File: src/rtl/synth_mac_pkg.sv
// Shared types and constants for the synthesis-window MAC scheduler.
package synth_mac_pkg;

    // Scheduler FSM states.
    typedef enum logic [1:0] {
        IDLE  = 2'd0,
        ISSUE = 2'd1,
        DRAIN = 2'd2,
        PUSH  = 2'd3
    } mac_state_e;

    // cfg_sel encodings.
    localparam logic [1:0] CFG_SEL_BASE   = 2'd0;
    localparam logic [1:0] CFG_SEL_INIT   = 2'd1;
    localparam logic [1:0] CFG_SEL_LAUNCH = 2'd2;

    // Tap geometry: 8 taps, 128 words apart in sample RAM, 64 apart in the window.
    localparam int TAPS           = 8;
    localparam int TAP_STRIDE_W   = 128;
    localparam int TAP_STRIDE_IDX = 64;
    localparam int TAP_W          = $clog2(TAPS);

    // Window index and output-count widths.
    localparam int IDX_W = 9;
    localparam int N_W   = 6;

    // Launch word fields: [8:0] start idx, [21:16] output count.
    localparam int LAUNCH_IDX_LSB = 0;
    localparam int LAUNCH_N_LSB   = 16;

    // Window index of a tap; wraps modulo 512 through the 9-bit result.
    function automatic logic [IDX_W-1:0] tap_win_idx(input logic [IDX_W-1:0] idx,
                                                     input logic [TAP_W-1:0] tap);
        logic [IDX_W-1:0] step;
        step = IDX_W'(TAP_STRIDE_IDX) * IDX_W'(tap);
        return idx + step;
    endfunction

endpackage

File: src/rtl/synth_res_fifo.sv
// Synchronous result FIFO with a registered head word.
// res_valid/res_ready style handshake: a word leaves on any clock edge where
// valid and pop are both high; rdata holds the head steadily while valid is high.
module synth_res_fifo #(
    parameter int DEPTH = 4,
    parameter int W     = 32
) (
    input  logic         clk,
    input  logic         resetn,
    input  logic         push,
    input  logic [W-1:0] wdata,
    input  logic         pop,
    output logic         full,
    output logic         valid,
    output logic [W-1:0] rdata
);

    localparam int PTR_W = $clog2(DEPTH);
    localparam int CNT_W = PTR_W + 1;

    logic [W-1:0]     mem_q [DEPTH];
    logic [PTR_W-1:0] wr_ptr_q;
    logic [PTR_W-1:0] rd_ptr_q;
    logic [CNT_W-1:0] count_q;
    logic [W-1:0]     head_q;
    logic [W-1:0]     head_d;
    logic             pop_en;
    logic             push_en;

    // A pop on an empty FIFO is ignored; a push into a full FIFO only lands
    // when a pop frees the slot in the same cycle.
    assign pop_en  = pop && (count_q != '0);
    assign push_en = push && ((count_q != CNT_W'(DEPTH)) || pop_en);

    assign full  = (count_q == CNT_W'(DEPTH));
    assign valid = (count_q != '0);
    assign rdata = head_q;

    // Next head: the following stored word on a pop, or the incoming word
    // when it becomes the only entry.
    always_comb begin
        head_d = head_q;
        if (pop_en) begin
            if (count_q > CNT_W'(1)) begin
                head_d = mem_q[rd_ptr_q + PTR_W'(1)];
            end else if (push_en) begin
                head_d = wdata;
            end
        end else if ((count_q == '0) && push_en) begin
            head_d = wdata;
        end
    end

    // Storage array write port.
    always_ff @(posedge clk) begin
        if (push_en) begin
            mem_q[wr_ptr_q] <= wdata;
        end
    end

    // Pointers, occupancy and head register.
    always_ff @(posedge clk) begin
        if (!resetn) begin
            wr_ptr_q <= '0;
            rd_ptr_q <= '0;
            count_q  <= '0;
            head_q   <= '0;
        end else begin
            if (push_en) begin
                wr_ptr_q <= wr_ptr_q + PTR_W'(1);
            end
            if (pop_en) begin
                rd_ptr_q <= rd_ptr_q + PTR_W'(1);
            end
            count_q <= count_q + CNT_W'(push_en) - CNT_W'(pop_en);
            head_q  <= head_d;
        end
    end

endmodule

File: src/rtl/synth_mac_scheduler.sv
// Autonomous sequencer for the synthesis-window MAC: walks N outputs of
// 8 taps each, sharing the sample-RAM read port with CPU loads.
module synth_mac_scheduler
    import synth_mac_pkg::*;
#(
    parameter int ADDR_W     = 19,
    parameter int FIFO_DEPTH = 4
) (
    input  logic              clk,
    input  logic              resetn,
    input  logic              cfg_wr,
    input  logic [1:0]        cfg_sel,
    input  logic [31:0]       cfg_wdata,
    input  logic              cpu_rd,
    input  logic [ADDR_W-1:0] cpu_addr,
    output logic              cpu_rvalid,
    output logic              ram_rd,
    output logic [ADDR_W-1:0] ram_addr,
    input  logic [31:0]       ram_rdata,
    output logic [8:0]        win_idx,
    input  logic [17:0]       win_coef,
    output logic              res_valid,
    output logic [31:0]       res_data,
    input  logic              res_ready,
    output logic              busy,
    output logic              done,
    output logic              cfg_err,
    output logic [1:0]        dbg_state
);

    mac_state_e        state_q;
    mac_state_e        state_d;
    logic [ADDR_W-1:0] base_q;
    logic [31:0]       init_q;
    logic [IDX_W-1:0]  idx_q;
    logic [N_W-1:0]    n_q;
    logic [TAP_W-1:0]  tap_q;
    logic              cfg_err_q;
    logic              done_q;
    logic              cpu_rvalid_q;

    logic              v1_q;
    logic              first1_q;
    logic [31:0]       accu_q;

    logic              mac_issue;
    logic              tap_accept;
    logic              do_push;
    logic              last_push;
    logic              cfg_idle;
    logic              cfg_busy;
    logic              fifo_full;
    logic [N_W-1:0]    launch_n;
    logic [IDX_W-1:0]  launch_idx;
    logic [ADDR_W-1:0] mac_addr;
    logic [31:0]       coef_ext;
    logic [31:0]       prod;

    assign launch_idx = cfg_wdata[LAUNCH_IDX_LSB +: IDX_W];
    assign launch_n   = cfg_wdata[LAUNCH_N_LSB +: N_W];
    assign cfg_idle   = cfg_wr && (state_q == IDLE);
    assign cfg_busy   = cfg_wr && (state_q != IDLE);

    // The CPU owns the port whenever it asks; a blocked tap simply retries.
    assign mac_issue  = (state_q == ISSUE);
    assign tap_accept = mac_issue && !cpu_rd;
    assign mac_addr   = base_q + ADDR_W'(TAP_STRIDE_W) * ADDR_W'(tap_q);
    assign ram_rd     = cpu_rd || mac_issue;
    assign ram_addr   = cpu_rd ? cpu_addr : mac_addr;
    assign win_idx    = tap_win_idx(idx_q, tap_q);

    // Only the low 32 bits of the product are kept, so a 32x32 multiply of the
    // sign-extended coefficient gives the same bits as a full signed product.
    assign coef_ext = {{14{win_coef[17]}}, win_coef};
    assign prod     = coef_ext * ram_rdata;

    assign busy       = (state_q != IDLE);
    assign done       = done_q;
    assign cfg_err    = cfg_err_q;
    assign cpu_rvalid = cpu_rvalid_q;
    assign dbg_state  = state_q;

    // FSM state register.
    always_ff @(posedge clk) begin
        if (!resetn) begin
            state_q <= IDLE;
        end else begin
            state_q <= state_d;
        end
    end

    // Next-state and per-cycle control decode.
    always_comb begin
        state_d   = state_q;
        do_push   = 1'b0;
        last_push = 1'b0;
        case (state_q)
            IDLE: begin
                if (cfg_wr && (cfg_sel == CFG_SEL_LAUNCH) && (launch_n != '0)) begin
                    state_d = ISSUE;
                end
            end
            ISSUE: begin
                if (tap_accept && (tap_q == TAP_W'(TAPS - 1))) begin
                    state_d = DRAIN;
                end
            end
            DRAIN: begin
                if (!v1_q) begin
                    state_d = PUSH;
                end
            end
            PUSH: begin
                if (!fifo_full) begin
                    do_push   = 1'b1;
                    last_push = (n_q == N_W'(1));
                    state_d   = last_push ? IDLE : ISSUE;
                end
            end
            default: state_d = IDLE;
        endcase
    end

    // Job registers: configuration latch, tap counter, per-output advance,
    // sticky config error and the done pulse.
    always_ff @(posedge clk) begin
        if (!resetn) begin
            base_q    <= '0;
            init_q    <= '0;
            idx_q     <= '0;
            n_q       <= '0;
            tap_q     <= '0;
            cfg_err_q <= 1'b0;
            done_q    <= 1'b0;
        end else begin
            done_q <= 1'b0;
            if (cfg_busy) begin
                cfg_err_q <= 1'b1;
            end else if (cfg_idle) begin
                cfg_err_q <= 1'b0;
            end
            if (cfg_idle) begin
                case (cfg_sel)
                    CFG_SEL_BASE: base_q <= cfg_wdata[ADDR_W-1:0];
                    CFG_SEL_INIT: init_q <= cfg_wdata;
                    CFG_SEL_LAUNCH: begin
                        idx_q <= launch_idx;
                        n_q   <= launch_n;
                        tap_q <= '0;
                        if (launch_n == '0) begin
                            done_q <= 1'b1;
                        end
                    end
                    default: ;
                endcase
            end
            // Counter wraps 7 -> 0, ready for the next output.
            if (tap_accept) begin
                tap_q <= tap_q + TAP_W'(1);
            end
            if (do_push) begin
                base_q <= base_q + ADDR_W'(1);
                idx_q  <= idx_q + IDX_W'(1);
                n_q    <= n_q - N_W'(1);
                if (last_push) begin
                    done_q <= 1'b1;
                end
            end
        end
    end

    // MAC pipeline: tagged issue -> data cycle -> accumulate; tap 0 seeds
    // the accumulator with the init value.
    always_ff @(posedge clk) begin
        if (!resetn) begin
            v1_q         <= 1'b0;
            first1_q     <= 1'b0;
            accu_q       <= '0;
            cpu_rvalid_q <= 1'b0;
        end else begin
            v1_q         <= tap_accept;
            first1_q     <= tap_accept && (tap_q == '0);
            cpu_rvalid_q <= cpu_rd;
            if (v1_q) begin
                accu_q <= (first1_q ? init_q : accu_q) + prod;
            end
        end
    end

    synth_res_fifo #(
        .DEPTH (FIFO_DEPTH),
        .W     (32)
    ) u_res_fifo (
        .clk    (clk),
        .resetn (resetn),
        .push   (do_push),
        .wdata  (accu_q),
        .pop    (res_ready),
        .full   (fifo_full),
        .valid  (res_valid),
        .rdata  (res_data)
    );

endmodule

File: config.mk
export PLATFORM = sky130hd
export DESIGN_NAME = synth_mac_scheduler
export DESIGN_NICKNAME = d
export VERILOG_FILES = /design/src/rtl/synth_mac_pkg.sv /design/src/rtl/synth_res_fifo.sv /design/src/rtl/synth_mac_scheduler.sv
export SDC_FILE = /design/constraint.sdc
export NUM_CORES = 2
export LEC_CHECK = 0
export CAP_MARGIN = 20
export CORE_MARGIN = 4
export CORE_UTILIZATION = 46
export DETAILED_ROUTE_END_ITERATION = 10
export HOLD_SLACK_MARGIN = 0.08
export PLACE_DENSITY = 0.74
export SETUP_SLACK_MARGIN = 0.02
export SYNTH_ARGS = -nofsm -noshare
export SYNTH_HDL_FRONTEND = slang
export SYNTH_SLANG_ARGS = --single-unit
File: constraint.sdc
create_clock -name clk -period 8 [get_ports clk]
set_clock_uncertainty 0.2 [all_clocks]
set_input_delay 1.6 -clock clk [delete_from_list [all_inputs] [get_ports clk]]
set_output_delay 1.6 -clock clk [all_outputs]
set_load 0.01 [all_outputs]
Word-level counts from Yosys, hierarchy flattened

Memories as Yosys holds them, arrays and structs flattened.
Cells that the tools add are included.

RAM bits: 128
Input port bits: 108
Logic and storage cells: 115
Register bits: 147
Memories: 1

Memory list:

| memory           | depth | width | read ports | clocked after memory_dff | wr ports | RTL line             | RTL |
|---|---|---|---|---|---|---|---|
| u_res_fifo.mem_q | 4     | 32    | 1          | 0                        | 1        | synth_res_fifo.sv:21 | `logic [W-1:0] mem_q [DEPTH];` |

Multiplexer cells: 37
$mul: 1
Add/sub/neg operators: 11
Magnitude comparators: 1
Equal/unequal tests: 14
Reduce and logical (&&, ||, !) cells: 34

Operators with widths:

| cell                    | count |
|---|---|
| $mux W32                | 5 |
| $mux W19                | 4 |
| $add A32 B32 Y32        | 1 |
| $mul A18 B32 Y32        | 1 |
| $mux W9                 | 3 |
| $add A19 B1 Y19 const B | 1 |
| $add A19 B10 Y19        | 1 |
| $mux W6                 | 3 |
| $reduce_bool A2 Y1      | 8 |
| $mux W1                 | 14 |
| $logic_and A1 B1 Y1     | 10 |
| $reduce_and A2 Y1       | 5 |
| $add A9 B1 Y9 const B   | 1 |
| $add A9 B9 Y9           | 1 |
| $mux W3                 | 3 |
| $mux W2                 | 4 |
| $pmux W2 S4             | 1 |
| $eq A2 B2 Y1 const B    | 3 |
| $eq A3 B3 Y1 const B    | 2 |
| $eq A6 B1 Y1 const B    | 1 |
| $logic_not A3 Y1        | 2 |
| $logic_not A6 Y1        | 1 |
| $ne A3 B3 Y1 const B    | 2 |
| $reduce_bool A6 Y1      | 1 |
| 14 further kinds        | 20 |

Logic depth before layout (Yosys ltp)

Depth in word-level cells: 7
Mapped depth: 25
Depth with buffers taken out: 23

Modules after synthesis

Synthesis repeated with hierarchy kept, for this count alone.

Cell total of the unflattened synthesis: 2563
Area total of the unflattened synthesis: 25714.7 um^2

By module, submodules not included:

| module              | sequential area each (um^2) | area each (um^2) | times used | cells an instance |
|---|---|---|---|---|
| synth_mac_scheduler | 2162.1                      | 18790.5          | 1          | 2146 |
| synth_res_fifo      | 4624.4                      | 6924.1           | 1          | 417 |

Worst setup path before layout

OpenSTA, ideal clock, no wires.

Kind: input -> register
Start point: in win_coef[2]
End point: reg accu_q[26]
Data required time: 7.680 ns
Arrival: 7.381 ns
Slack: 0.299 ns
Cell stages on the path: 24
Path through: clkbuf_1 -> clkbuf_1 -> nand2_1 -> fa_1 -> inv_1 -> fa_1 -> inv_1 -> fa_1 -> inv_1 -> fa_1 -> fa_1 -> inv_1 -> fa_1 -> inv_1 -> ha_1 -> ha_1 -> and3_4 -> nand4_2 -> or3_1 -> o221a_2 -> nand3_1 -> a21oi_1 -> and3_1 -> o31a_1

Cells in the longest elaborated chain, start to end: 2

Ends and longest elaborated chain:

| what                 | RTL line                   | RTL |
|---|---|---|
| from (decl)          | synth_mac_scheduler.sv:21  | `input logic [17:0] win_coef,` |
| $mul A18 B32 Y32     | synth_mac_scheduler.sv:75  | `assign prod = coef_ext * ram_rdata;` |
| $add A32 B32 Y32     | synth_mac_scheduler.sv:185 | `accu_q <= (first1_q ? init_q : accu_q) + prod;` |
| to (signal assigned) | synth_mac_scheduler.sv:185 |  |
| to (decl)            | synth_mac_scheduler.sv:44  | `logic [31:0] accu_q;` |

No other way between the ends.
A chain may end at the register's enable or synchronous reset.

Worst setup path in the final report

Start point: in ram_rdata[14]
End point: reg accu_q[30]

Cells in the longest elaborated chain, start to end: 2

Ends and longest elaborated chain:

| what             | RTL line                   | RTL |
|---|---|---|
| from (decl)      | synth_mac_scheduler.sv:19  | `input logic [31:0] ram_rdata,` |
| $mul A18 B32 Y32 | synth_mac_scheduler.sv:75  |  |
| $add A32 B32 Y32 | synth_mac_scheduler.sv:185 |  |

No other way between the ends.

==> flow_summary.toml <==
[run_status]
status = "finished, final reports clean"

[floorplan]
die-area_um2 = 59000
core_um2 = 54200
design.portCount = 176
rows = 85
start_util = 0.468
fp.dieW_um = 243
die_h_um = 243

[layout]
fin_nets = 3368
n_antenna_cell = 0
layout-drive-gt1-share = 0.0982
seqCellArea_um2 = 6790
final_util = 0.550
fillers = 4693
multi_input_area_um2 = 16600
syn2layout_area_growth_pct = 17.6
fin_area_um2 = 29800

[clock_network]
h-tree-depth = 1
postCtsHoldBufs = 0
root_buffer = "clkbuf_16"
path_clk_slew_ns = 0.06
cts_buffers = 26
cts_tree = "done"
cts_max_path_buffers = 3
cts.sinks = 275
clkLatencyLatePin_ns = 0.54

[sta]
max_freq_mhz = 129
rsz0062_at_grt = "true"
finalCritPeriodShare = 0.968
relSlewSlack = 0.361
hold_viol_final = 0
worst_pin_slew_ns = 0.958
slew_violations = 0
finalSetupViolCount = 0
setup_slack_ns = 0.257
fin_crit_ns = 7.74

[global_route]
grt.overflow.total = 0
grt_max_degree = 85
grt.total_usage = 0.229
grt_pass1_vias = 20100
grt_pass1_wl_um = 109000
antenna_found_initial = 2

[yosys]
synth_cells = 2533
ys_warn_count = 0
synth-edff-count = 128
avgSynthCellArea_um2 = 10.0
syn-cell-area_um2 = 25400
synth_seq_cells = 275
synth_nets = 3131
ys_seq_area_frac = 0.268
synth_flop_cell = "dfxtp_1"
ys_types = 75
synthArstFlopShare = 0

[placement]
io_buffers = 175
place.gp.congestion = 0.969
dp_slack_ns = -0.277
hpwl_um = 54600
dpl-instance-area_um2 = 28900

[routing]
drtIter0Drc = 1384
drcViolationCount = 0
vias = 19000
viasPerCell = 5.44
post_drt_wl_per_cell_um = 19.5
ant_nets = 0
firstDrtPassIters = 6
totalWireLength_um = 67900

[hold_path]
hold_path.class = "reg2reg"

[setup_path]
startpoint_type = "primary input"
crit_path_end_kind = "register"
r2r_setup_slack_ns = 1.92
cp.arrival_ns = 7.99
path_class = "in2reg"
worstPathMaxFanout = 16
cp.required_ns = 8.25

[job]
maxCapViolCount = 0

[power_and_ir_drop]
peakVddDrop_v = 0.00109
power_density_nw_per_um2 = 501
power.leakage_nw = 12.6
-- logic make-up (layout without fill, tap and decap cells) --
| kind of cell | count (synthesis) | count (layout) | synth area share |
|---|---|---|---|
| AOI/OAI and AO/OA | 253 | 253 | 0.0638 |
| xor gates and xnor gates | 67 | 67 | 0.0248 |
| DFF | 275 | 275 | 0.268 |
| adders and majority gates | 490 | 490 | 0.350 |
| muxes | 121 | 121 | 0.0644 |
| buffers and inverters | 531 | 788 | 0.0804 |
| and+or+nand+nor | 796 | 796 | 0.149 |
-- stage by stage --
step	total power, mW	TNS [ns]	instances	hold WS, ns
2_1_floorplan	9.47	0	2533	0.233
3_3_place_gp	13.4	-1.55	3435	0.246
3_5_place_dp	13.7	-2.46	3436	0.250
4_1_cts	15.1	0	3484	0.259
5_1_grt	16.6	0	3486	0.282
6_report	14.9	0	3486	0.258
-- cell type report --
class / instances / share of cell area
inverter: 396 / 0.0499
tap: 696 / 0.0292
timing repair buffer: 344 / 0.108
clock inverter: 12 / 0.00533
sequential: 275 / 0.228
multi-input combinational: 1727 / 0.555
clock buffer: 36 / 0.0241
-- registers in the layout (all words and copies together) (netlist names) --
| name | count |
|---|---|
| dbg_state | 2 |
| u_res_fifo.rdata | 32 |
| done | 1 |
| u_res_fifo.count_q | 3 |
| idx_q | 9 |
| u_res_fifo.wr_ptr_q | 2 |
| base_q | 19 |
| u_res_fifo.rd_ptr_q | 2 |
| cpu_rvalid | 1 |
| n_q | 6 |
| init_q | 32 |
| v1_q | 1 |
| first1_q | 1 |
| tap_q | 3 |
| accu_q | 32 |
| cfg_err | 1 |
| u_res_fifo.mem_q | 128 |
-- cell usage after synthesis, types with 5 or more instances --
cell / number / area share
inv_1: 394 / 0.058
mux4_2: 32 / 0.028
a211oi_1: 45 / 0.013
o21ai_1: 7 / 0.0014
o21ai_0: 47 / 0.0093
o211ai_1: 6 / 0.0018
nand2b_1: 12 / 0.0030
clkbuf_1: 112 / 0.017
nand3_1: 40 / 0.0079
a21o_1: 9 / 0.0027
dfxtp_1: 147 / 0.12
buf_1: 6 / 0.00089
buf_4: 7 / 0.0021
ha_1: 125 / 0.062
a21oi_1: 78 / 0.015
mux2i_1: 72 / 0.028
and2_1: 210 / 0.052
or3_1: 8 / 0.0020
fa_1: 365 / 0.29
a31oi_1: 7 / 0.0017
a221oi_1: 8 / 0.0028
nor3_1: 18 / 0.0036
o21a_1: 6 / 0.0018
and3_1: 8 / 0.0020
mux2_2: 16 / 0.0071
edfxtp_1: 128 / 0.15
nor2_1: 128 / 0.019
buf_2: 9 / 0.0018
nand2_1: 334 / 0.049
xor2_1: 18 / 0.0062
xnor2_1: 45 / 0.016
nand4_1: 5 / 0.0012
a311oi_1: 6 / 0.0021
nor2b_1: 11 / 0.0027
-- power breakdown --
group          internal (mW)  total (mW)  switching (mW)
combinational           5.79        11.9            6.13
clock                  0.758        1.29           0.533
sequential              1.60        1.72           0.121
total                   8.15        14.9            6.78
-- metal layers --
| metal | GRT usage | part of all wire | vias to the layer above |
|---|---|---|---|
| met5 | 0 | 0.00029 | - |
| met4 | 0.0772 | 0.038 | 4 |
| met3 | 0.0245 | 0.054 | 159 |
| met2 | 0.404 | 0.51 | 636 |
| met1 | 0.295 | 0.40 | 9631 |
| li1 | - | - | 8542 |
-- critical path: stages --
cell,delay [ns]
clkdlybuf4s50_1,0.53
buf_4,0.25
and2_1,0.17
fa_1,0.44
fa_1,0.52
inv_1,0.05
fa_1,0.47
inv_1,0.06
fa_1,0.49
fa_1,0.45
fa_1,0.57
fa_1,0.42
ha_1,0.30
nand2_1,0.06
or2_0,0.30
or3_1,0.37
o221a_2,0.29
a211oi_2,0.26
or4_1,0.14
nand3_1,0.07
a21oi_1,0.17
-- layout by cell type (no fill, tap or decap), types with 7 or more instances in the layout --
cell type / n
ha_1: 125
o21ai_1: 7
xnor2_1: 45
mux2i_1: 72
clkbuf_1: 8
inv_1: 393
nor2_1: 128
and3_1: 8
nand2_1: 334
fa_1: 365
nor3_1: 18
and2_1: 210
nand2b_1: 12
nand3_1: 40
a211oi_1: 45
mux4_2: 32
xor2_1: 18
edfxtp_1: 128
mux2_2: 16
a21oi_1: 77
o21ai_0: 47
buf_12: 14
clkbuf_16: 27
a31oi_1: 7
a221oi_1: 8
nor2b_1: 11
clkdlybuf4s50_1: 173
or3_1: 8
dfxtp_1: 145
buf_4: 152
a21o_1: 9
-- repair_timing --
action	CTS	global route
endpoints found under the setup margin	0	6
buffers inserted	0	1
endpoints found under the hold margin	0	0
gates resized for setup	0	4
-- path summary, 6_finish.rpt --
check | start | end | depth (start not counted)
max | ram_rdata[14] | accu_q[30]$_SDFFE_PN0P_ | 21
min | init_q[22]$_SDFFE_PN0P_ | init_q[22]$_SDFFE_PN0P_ | 2
max reg2reg | first1_q$_SDFF_PN0_ | accu_q[23]$_SDFFE_PN0P_ | 19
min reg2reg | init_q[22]$_SDFFE_PN0P_ | init_q[22]$_SDFFE_PN0P_ | 2
(Power assumes the default switching activity.)
